--- config.mk ---
export PLATFORM = sky130hd
export DESIGN_NAME = xor_chain_sampler
export DESIGN_NICKNAME = d
export VERILOG_FILES = /design/src/rtl/xor_chain_sampler.sv
export SDC_FILE = /design/constraint.sdc
export NUM_CORES = 1
export LEC_CHECK = 0
export BUFFER_PORTS_ARGS = -buffer_cell sky130_fd_sc_hd__buf_2
export CAP_MARGIN = 20
export CORE_UTILIZATION = 50
export CTS_CLUSTER_SIZE = 20
export DETAILED_ROUTE_END_ITERATION = 10
export MAX_ROUTING_LAYER = met4
export PLACE_DENSITY_LB_ADDON = 0.25
export SLEW_MARGIN = 20
export SYNTH_ARGS = -nofsm -noshare
export SYNTH_HDL_FRONTEND = slang
export SYNTH_SLANG_ARGS = --single-unit
--- constraint.sdc ---
create_clock -name clk -period 1.65 [get_ports clk]
set_clock_uncertainty 0.05 [all_clocks]
set_input_delay 0.0825 -clock clk [delete_from_list [all_inputs] [get_ports clk]]
set_output_delay 0.0825 -clock clk [all_outputs]
set_load 0.02 [all_outputs]
--- src/rtl/xor_chain_sampler.sv ---
// xor_chain_sampler: windowed ones-counter for the eight XOR chain taps.
// Counts how often each tap is high over WINDOW accepted samples and offers
// the eight counts to a consumer through a valid/ready handshake.
//
//   state | meaning
//   ------+---------------------------------------------------------------
//   IDLE  | waiting for start; last window's counts remain readable
//   ACCUM | counting taps on every cycle with sample_en high
//   DONE  | window complete; counts frozen, result_valid high until ready
module xor_chain_sampler #(
  parameter int WINDOW = 256,
  localparam int CW = $clog2(WINDOW + 1)
) (
  input  logic            clk,
  input  logic            rst_n,
  input  logic [7:0]      tap_in,
  input  logic            sample_en,
  input  logic            start,
  input  logic            abort,
  output logic            busy,
  output logic            result_valid,
  input  logic            result_ready,
  output logic [8*CW-1:0] counts,
  output logic [CW-1:0]   samples
);

  typedef enum logic [1:0] {
    IDLE  = 2'd0,
    ACCUM = 2'd1,
    DONE  = 2'd2
  } state_t;

  localparam logic [CW-1:0] WIN_LOAD = CW'(WINDOW);
  localparam logic [CW-1:0] ONE      = CW'(1);

  state_t        state;
  // Samples still needed to close the window; the window ends when the
  // last one is accepted (terminal count of one).
  logic [CW-1:0] remaining;

  // Sequencer, counters and registered status outputs; abort overrides all.
  always_ff @(posedge clk or negedge rst_n) begin
    if (!rst_n) begin
      state        <= IDLE;
      counts       <= '0;
      samples      <= '0;
      remaining    <= '0;
      busy         <= 1'b0;
      result_valid <= 1'b0;
    end else if (abort) begin
      state        <= IDLE;
      counts       <= '0;
      samples      <= '0;
      remaining    <= '0;
      busy         <= 1'b0;
      result_valid <= 1'b0;
    end else begin
      case (state)
        IDLE: begin
          if (start) begin
            state     <= ACCUM;
            counts    <= '0;
            samples   <= '0;
            remaining <= WIN_LOAD;
            busy      <= 1'b1;
          end
        end
        ACCUM: begin
          if (sample_en) begin
            for (int i = 0; i < 8; i++) begin
              counts[i*CW +: CW] <= counts[i*CW +: CW] + CW'(tap_in[i]);
            end
            samples   <= samples + ONE;
            remaining <= remaining - ONE;
            if (remaining == ONE) begin
              state        <= DONE;
              result_valid <= 1'b1;
            end
          end
        end
        DONE: begin
          if (result_ready) begin
            state        <= IDLE;
            busy         <= 1'b0;
            result_valid <= 1'b0;
          end
        end
        default: begin
          state        <= IDLE;
          busy         <= 1'b0;
          result_valid <= 1'b0;
        end
      endcase
    end
  end

endmodule
# == Yosys cells after proc, flatten, opt, wreduce, memory -nomap -nowiden ==
# Cells that the tools add are included.
# word_totals
register_bits,94
latchBits,0
ram_bits,0
rom_bits,0
in_bits,14
output_inout_bits,83
word_cells,57
memories,0
# op_classes
n_addsub,10
multipliers,0
n_div,0
n_lt_le_gt_ge,0
n_eq_ne,9
shifts,0
n_mux,26
n_bitwise,0
n_reduce_logical,6
# ops
cell,count
72-bit 2-to-1 mux,3
72-bit one-hot mux with 2 select lines,1
9-bit by 1-bit adder with 9-bit output,8
9-bit 2-to-1 mux,6
9-bit one-hot mux with 2 select lines,2
"3-bit != test, second input constant",4
2-bit 2-to-1 mux,5
"9-bit by 1-bit adder with 9-bit output, second input constant",1
"9-bit by 1-bit == test with 1-bit output, second input constant",1
"9-bit by 1-bit subtractor with 9-bit output, second input constant",1
4-bit AND reduction,2
1-bit 2-to-1 mux,6
1-bit one-hot mux with 3 select lines,2
2-bit one-hot mux with 3 select lines,1
3-bit AND reduction,2
"2-bit != test, second input constant",2
3-bit nonzero test,1
"2-bit by 1-bit == test with 1-bit output, second input constant",1
"2-bit == test, second input constant",1
2-bit logical NOT,1

# == Longest topological paths before layout ==
# Gate-level depths: netlist of run 1.
# logic_depth
depth_word,5
ltp_mapped,7
depth_no_buf,6

# == Worst setup path before layout of run 1 ==
# OpenSTA, ideal clock, no wires.
# synth_timing
kind,reg2reg
start,reg counts[54]
end,reg counts[62]
setup_ns,0.077
arrival_ns,1.746
required_ns,1.523
setup_slack_ns,-0.223
stages_incl_launch_ff,7
path_buffers,0
period_less_slack_ns,1.873
cell_sequence,dfrtp_1 > ha_1 > ha_1 > and3_1 > nand3_1 > or4_1 > a21oi_1
# synth_via
elab_chain_cells,4
# synth_lines
item,line,text
from (decl),23,"output logic [8*CW-1:0] counts,"
"from (signal, indexed assignment)",71,counts[i*CW +: CW] <= counts[i*CW +: CW] + CW'(tap_in[i]);
9-bit by 1-bit adder with 9-bit output,71,
72-bit 2-to-1 mux,69,if (sample_en) begin
72-bit one-hot mux with 2 select lines,58,case (state)
72-bit 2-to-1 mux,50,end else if (abort) begin
# No other way between the ends. The select of a mux whose other input is x is not followed.
# A chain may end at the register's enable or synchronous reset.

# == Worst setup path in the final report of run 1 ==
# layout_timing
start,reg state[0]
end,reg samples[5]
# layout_via
elab_chain_cells,3
word_cells_on_any_way,8
classes_between,3 x eq/ne; 2 x mux; 3 x reduce/logical
# layout_lines
item,line,text
from (decl),36,state_t state;
from (signal assigned),44,state <= IDLE;
from (signal assigned),51,state <= IDLE;
from (signal assigned),61,state <= ACCUM;
2-bit by 1-bit == test with 1-bit output / 2-bit logical NOT (equally long branches),58,
3-bit != test (no line) (tied with other cells),n/a,
3-bit AND reduction (no line) / 9-bit 2-to-1 mux (equally long branches),n/a,
to (signal assigned),73,samples <= samples + ONE;
to (decl),24,output logic [CW-1:0] samples
# Several ways; a longest one is shown, not always the timed one.

==> flow_metrics.env, run 1 <==
export IMPL_slowest_delay_ns=0.40
export IMPL_crit_type="reg -> reg"
export IMPL_drc=0
export IMPL_ant_nets=0
export IMPL_synthArstFlopShare_pct=100
export IMPL_finalCritPeriodShare_pct=108
export IMPL_grt_pass1_wl_mm=19.4
export IMPL_first_pass_iters=5
export IMPL_setup_viol=56
export IMPL_pre_cts_ws_ns=-0.0943
export IMPL_fp_row_count=35
export IMPL_clkLatencyLatePin_ns=0.36
export IMPL_port_buffers=96
export IMPL_slew_headroom_pct=54.8
export IMPL_routabilityCongestion=0.859
export IMPL_rsz0062_at_grt="yes"
export IMPL_place_inst=733
export IMPL_synth_distinct_cells=46
export IMPL_overflow=0
export IMPL_dp_hpwl_mm=8.22
export IMPL_die_width_um=101
export IMPL_yosysWarningCount=0
export IMPL_syn_num_nets=531
export IMPL_syn_inst=498
export IMPL_ios=97
export IMPL_ctsRootBufferMaster="clkbuf_8"
export IMPL_fmaxAchievable_mhz=562
export IMPL_hold_viol_final=0
export IMPL_path_max_fanout=8
export IMPL_cts_sinks=94
export IMPL_num_antenna_cells=0
export IMPL_wl_per_cell_um=17.5
export IMPL_layout_drive_gt1_share_pct=38.0
export IMPL_status="complete, but fails checks"
export IMPL_maxCapViolCount=0
export IMPL_via_count=4693
export IMPL_p_leak_nw=2.96
export IMPL_cts_buffers=9
export IMPL_violations="setup timing"
export IMPL_ir_drop_mv=0.606
export IMPL_pwr_density_cell_nw_per_um2=704
export IMPL_cp_data_arrival_time_ns=2.04
export IMPL_cts_tree="yes"
export IMPL_slowest_stage="dfrtp_1"
export IMPL_worstHoldPathType="in -> reg"
export IMPL_coreArea_sq_um=9330
export IMPL_synth_edf_count=0
export IMPL_stdcell_area_sq_um=6630
export IMPL_path_clk_slew_ns=0.09
export IMPL_critPathLaunchType="flop"
export IMPL_cts_buffer_depth=2
export IMPL_gr_usage_all_layers_pct=25.0
export IMPL_antenna_found_initial=0
export IMPL_fin_ws_ns=-0.130
export IMPL_area_delta_synth_final_pct=36.3
export IMPL_finalNonFillerCells=776
export IMPL_fin_crit_ns=1.78
export IMPL_synth_area_sq_um=4860
export IMPL_ys_dominant_reg_cell="dfrtp_1"
export IMPL_ys_ff_latch=94
export IMPL_avgSynthCellArea_sq_um=9.76
export IMPL_die_h_um=101
export IMPL_slew_violations=0
export IMPL_start_util_pct=52.1
export IMPL_ys_seq_area_share_pct=48.4
export IMPL_nets=675
export IMPL_path_cells="mux2_4, a21oi_4, buf_12, buf_12, clkbuf_16, o211ai_1, nand2_1"
export IMPL_dieArea_sq_um=10100
export IMPL_h_tree_depth=3
export IMPL_drt_iter0_drc=252
export IMPL_cp_required_ns=1.91
export IMPL_cp_common_cell="buf_12"
export IMPL_final_setup_tns_ns=-3.72
export IMPL_place_area_sq_um=5770
export IMPL_grt_start_max_net_pins=95
export IMPL_endpoint_kind="flop"
export IMPL_via_per_inst=6.05
export IMPL_worstMarginPinSlew_ns=0.676
export IMPL_wirelength_mm=13.6
export IMPL_grt_pass1_vias=4190
-- flip-flops by register name, indices dropped and copies added (netlist names) --
| register | cells |
|---|---|
| samples | 9 |
| state | 2 |
| busy | 1 |
| result_valid | 1 |
| counts | 72 |
| remaining | 9 |
-- where the power goes --
part           leakage, nW  switching (W)  total [W]  internal, W
Sequential            1.30      0.0000436    0.00238      0.00234
Clock               0.0997       0.000820    0.00156     0.000743
Combinational         1.56       0.000385   0.000716     0.000331
-- through the flow --
| stage | utilization (%) | hold WS (ns) | total power, W |
|---|---|---|---|
| 5_1_grt | 71.0 | 0.0107 | 0.00483 |
| 2_1_floorplan | - | -0.263 | 0.00270 |
| 6_report | 71.0 | 0.0184 | 0.00466 |
| 3_3_place_gp | 61.8 | 0.132 | 0.00291 |
| 3_5_place_dp | 61.8 | 0.124 | 0.00293 |
| 4_1_cts | 64.7 | 0.00598 | 0.00448 |
-- layout by cell type, fill, tap and decap left out, types with 18 or more instances in the layout --
cell type	netlist	routed
a21oi_1	59	42
a22o_1	18	18
buf_2	16	95
buf_4	2	38
dfrtp_1	94	91
nand2_1	28	28
nand3_1	29	27
o21ai_0	41	23
o31ai_1	24	21
or3_1	33	30
-- layer usage --
metal  track usage (%)  vias to the layer above  wire length, um
met2              42.6                      157             7060
li1                  -                     2196                -
met5                 -                        -                0
met1              30.5                     2327             5720
met4              5.46                        0              119
met3              5.55                       13              667
-- area by class of cell --
class                      count  area (sq um)
clock buffer                  11           141
clock inverter                 5          56.3
fill                         682          2700
inverter                      14          52.6
multi-input combinational    363          2640
sequential                    94          2360
tap                          129           161
timing repair buffer         160          1220
-- critical path: cells and delay by family, from the launching register on --
family / cells / cell delay (ns)
buf+inv: 3 / 0.46
flops: 1 / 0.40
compound gates: 2 / 0.39
mux: 1 / 0.32
simple gates: 1 / 0.11
-- synth_stat cells (3+ instances only) --
cell | n | share of area [%]
nor4_1 | 4 | 0.51
nor2_1 | 16 | 1.2
o21ai_0 | 41 | 4.2
nand4b_1 | 4 | 0.72
a21oi_1 | 59 | 6.1
dfrtp_1 | 94 | 48
nand4_1 | 17 | 2.2
a22o_1 | 18 | 3.2
clkbuf_1 | 6 | 0.46
ha_1 | 19 | 4.9
nand3_1 | 29 | 3.0
or4_1 | 27 | 4.2
xnor2_1 | 3 | 0.54
nand2b_1 | 4 | 0.51
or3_1 | 33 | 4.2
o211ai_1 | 5 | 0.77
o31ai_1 | 24 | 3.7
buf_2 | 16 | 1.6
nand2_1 | 28 | 2.2
inv_1 | 14 | 1.1
and3_1 | 5 | 0.64
-- logic make-up after synthesis --
group / count (synthesis) / synth area share, %
buffers and inverters: 41 / 4.07
XOR/XNOR: 4 / 0.721
adder cells (fa/ha/maj): 19 / 4.89
AND/OR/NAND/NOR: 178 / 21.2
flip-flops: 94 / 48.4
AO/OA/AOI/OAI: 159 / 20.0
multiplexers: 3 / 0.720
-- repair_timing --
action	4_1_cts	5_1_grt
gates resized for setup	11	83
buffers inserted	1	11
hold buffers	3	0
hold endpoints to repair	96	0
endpoints found under the setup margin	37	68
pin swaps	3	51
gates cloned	0	12
-- final timing paths --
check,from,slack [ns],end,cells past startpoint
setup / recovery,state[0],-0.13,samples[5],7
hold / removal,tap_in[2],0.02,counts[18],3
setup reg to reg,state[0],-0.13,samples[5],7
hold reg to reg,counts[27],0.49,counts[27],1
max in group asynchronous,rst_n,0.87,counts[45],3
min in group asynchronous,rst_n,0.24,counts[67],3
No activity file was read; power rests on OpenSTA's default activity.
==> run 2: changes to the inputs <==
--- a/config.mk
+++ b/config.mk
@@ -7,11 +7,13 @@
 export LEC_CHECK = 0
 export BUFFER_PORTS_ARGS = -buffer_cell sky130_fd_sc_hd__buf_2
 export CAP_MARGIN = 20
-export CORE_UTILIZATION = 50
+export CORE_UTILIZATION = 52
+export CTS_BUF_LIST = sky130_fd_sc_hd__clkbuf_8
 export CTS_CLUSTER_SIZE = 20
 export DETAILED_ROUTE_END_ITERATION = 10
 export MAX_ROUTING_LAYER = met4
 export PLACE_DENSITY_LB_ADDON = 0.25
+export SETUP_SLACK_MARGIN = 0.2
 export SLEW_MARGIN = 20
 export SYNTH_ARGS = -nofsm -noshare
 export SYNTH_HDL_FRONTEND = slang
==> run 2 against run 1 <==
  * The run still ends with setup timing left
  * Setup slack better by 0.0090 ns
  * Core utilization is 4.6 points higher
  * Sequential share of layout area is 0.34 points lower
  * Cell area is 1.4% higher
  * Sequential cell count unchanged
  * Power grew 4.5%
  * Clock power is 8% higher
  * Hold slack worse by 0.0073 ns
  * Via count grew 3.5%
  * Largest cell class unchanged
==> flow_metrics.env, run 2 (same netlist as run 1, synthesis figures left out) <==
export IMPL_status="complete, but fails checks"
export IMPL_violations="setup timing"
export IMPL_die_width_um=98.7
export IMPL_wl_per_cell_um=19.2
export IMPL_endpoint_kind="flop"
export IMPL_num_antenna_cells=0
export IMPL_stdcell_area_sq_um=6720
export IMPL_path_clk_slew_ns=0.10
export IMPL_antenna_found_initial=0
export IMPL_final_setup_tns_ns=-4.73
export IMPL_cts_sinks=94
export IMPL_coreArea_sq_um=8890
export IMPL_final_common_cell="buf_2"
export IMPL_fmaxAchievable_mhz=565
export IMPL_cts_buffer_depth=2
export IMPL_cp_required_ns=1.90
export IMPL_fp_row_count=34
export IMPL_ir_drop_mv=0.415
export IMPL_path_max_fanout=20
export IMPL_via_count=4857
export IMPL_ios=97
export IMPL_area_delta_synth_final_pct=38.2
export IMPL_via_per_inst=6.46
export IMPL_pwr_density_cell_nw_per_um2=725
export IMPL_critPathLaunchType="flop"
export IMPL_gr_usage_all_layers_pct=30.7
export IMPL_p_total_w=0.00487
export IMPL_rsz0062_at_grt="yes"
export IMPL_overflow=0
export IMPL_first_pass_iters=5
export IMPL_fin_crit_ns=1.77
export IMPL_ant_nets=0
export IMPL_hold_viol_final=0
export IMPL_finalCritPeriodShare_pct=107
export IMPL_port_buffers=96
export IMPL_largest_register_ffs=72
export IMPL_clkLatencyLatePin_ns=0.38
export IMPL_ctsRootBufferMaster="clkbuf_8"
export IMPL_slew_headroom_pct=64.7
export IMPL_h_tree_depth=3
export IMPL_nets=672
export IMPL_drc=0
export IMPL_place_area_sq_um=5900
export IMPL_dieArea_sq_um=9740
export IMPL_cts_buffers=9
export IMPL_worstHoldPathType="in -> reg"
export IMPL_die_h_um=98.7
export IMPL_grt_pass1_vias=4637
export IMPL_layout_common_cells="buf_2, dfrtp_1, a21oi_1, or3_1, buf_4"
export IMPL_cts_tree="yes"
export IMPL_r2r_cells=6
export IMPL_cp_data_arrival_time_ns=2.02
export IMPL_start_util_pct=54.7
export IMPL_dp_hpwl_mm=8.55
export IMPL_worstHoldPathCells=3
export IMPL_final_core_utilization_pct=75.6
export IMPL_fin_ws_ns=-0.121
export IMPL_setup_viol=79
export IMPL_drt_iter0_drc=250
export IMPL_slew_violations=0
export IMPL_largest_register="counts"
export IMPL_maxCapViolCount=0
export IMPL_layout_drive_gt1_share_pct=38.4
export IMPL_wirelength_mm=14.5
export IMPL_reg_largest_list="counts (72), remaining (9), samples (9)"
export IMPL_grt_pass1_wl_mm=22.8
export IMPL_grt_start_max_net_pins=50
export IMPL_worstMarginPinSlew_ns=0.529
export IMPL_routabilityCongestion=0.854
export IMPL_crit_type="reg -> reg"
export IMPL_p_leak_nw=2.95
## run 2: changes by cell type in the layout (fill, tap and decap cells not counted), moves of 7 or more
cell     before  now
ha_4          6   13
a21oi_2      17    8
o21ai_1       7   20
a21oi_1      42   51
dfrtp_1      91   82
dfrtp_2       3   12
or4_1        14   24
or4_4        13    3
buf_4        38   31
o21ai_0      23   15
## run 2: metal layers
metal	global-route usage, %	wire, um	vias to the layer above
li1	-	-	2195
met1	39.4	5990	2410
met2	49.4	7210	212
met3	5.18	844	40
met4	11.3	418	0
met5	-	0	-
## run 2: path summary, 6_finish.rpt
kind                       slack (ns)  startpoint      endpoint
min                              0.01   tap_in[5]    counts[45]
max reg2reg                     -0.12    state[0]    counts[13]
min in group asynchronous        0.14       rst_n    counts[64]
max in group asynchronous        0.78       rst_n  remaining[0]
min reg2reg                      0.47  samples[0]    samples[0]
max                             -0.12    state[0]    counts[13]
## run 2: area by class of cell
class / count / area (sq um)
multi-input combinational: 363 / 2750
timing repair buffer: 157 / 1210
clock inverter: 7 / 83.8
sequential: 94 / 2370
fill: 585 / 2170
inverter: 14 / 52.6
clock buffer: 9 / 124
tap: 108 / 135
## run 2: repair_timing
action	CTS	global route
setup buffers	16	4
resized for setup	45	33
cloned	4	1
hold buffers	2	0
pin swaps	30	11
setup endpoints to repair	91	93
endpoints found under the hold margin	31	0
## run 2: power by group
group          internal, W  leakage (nW)  switching (W)
combinational     0.000372          1.55       0.000417
clock             0.000836         0.113       0.000846
sequential         0.00234          1.28      0.0000593
total              0.00355          2.95        0.00132
## run 2: worst max-delay path: stages (launching register included)
cell	delay, ns
dfrtp_1	0.41
mux2_4	0.33
a21oi_4	0.27
buf_12	0.22
buf_6	0.14
o21ai_0	0.10
a21oi_1	0.16
## run 2: through the flow
stage | instances | hold WS, ns | setup slack (ns)
finish | 752 | 0.0111 | -0.121
global route | 752 | 0.00784 | -0.180
CTS | 747 | 0.00994 | -0.0898
detailed placement | 709 | 0.00742 | -0.102
global placement | 709 | 0.00387 | -0.0286
floorplan | 498 | -0.263 | 0.0142
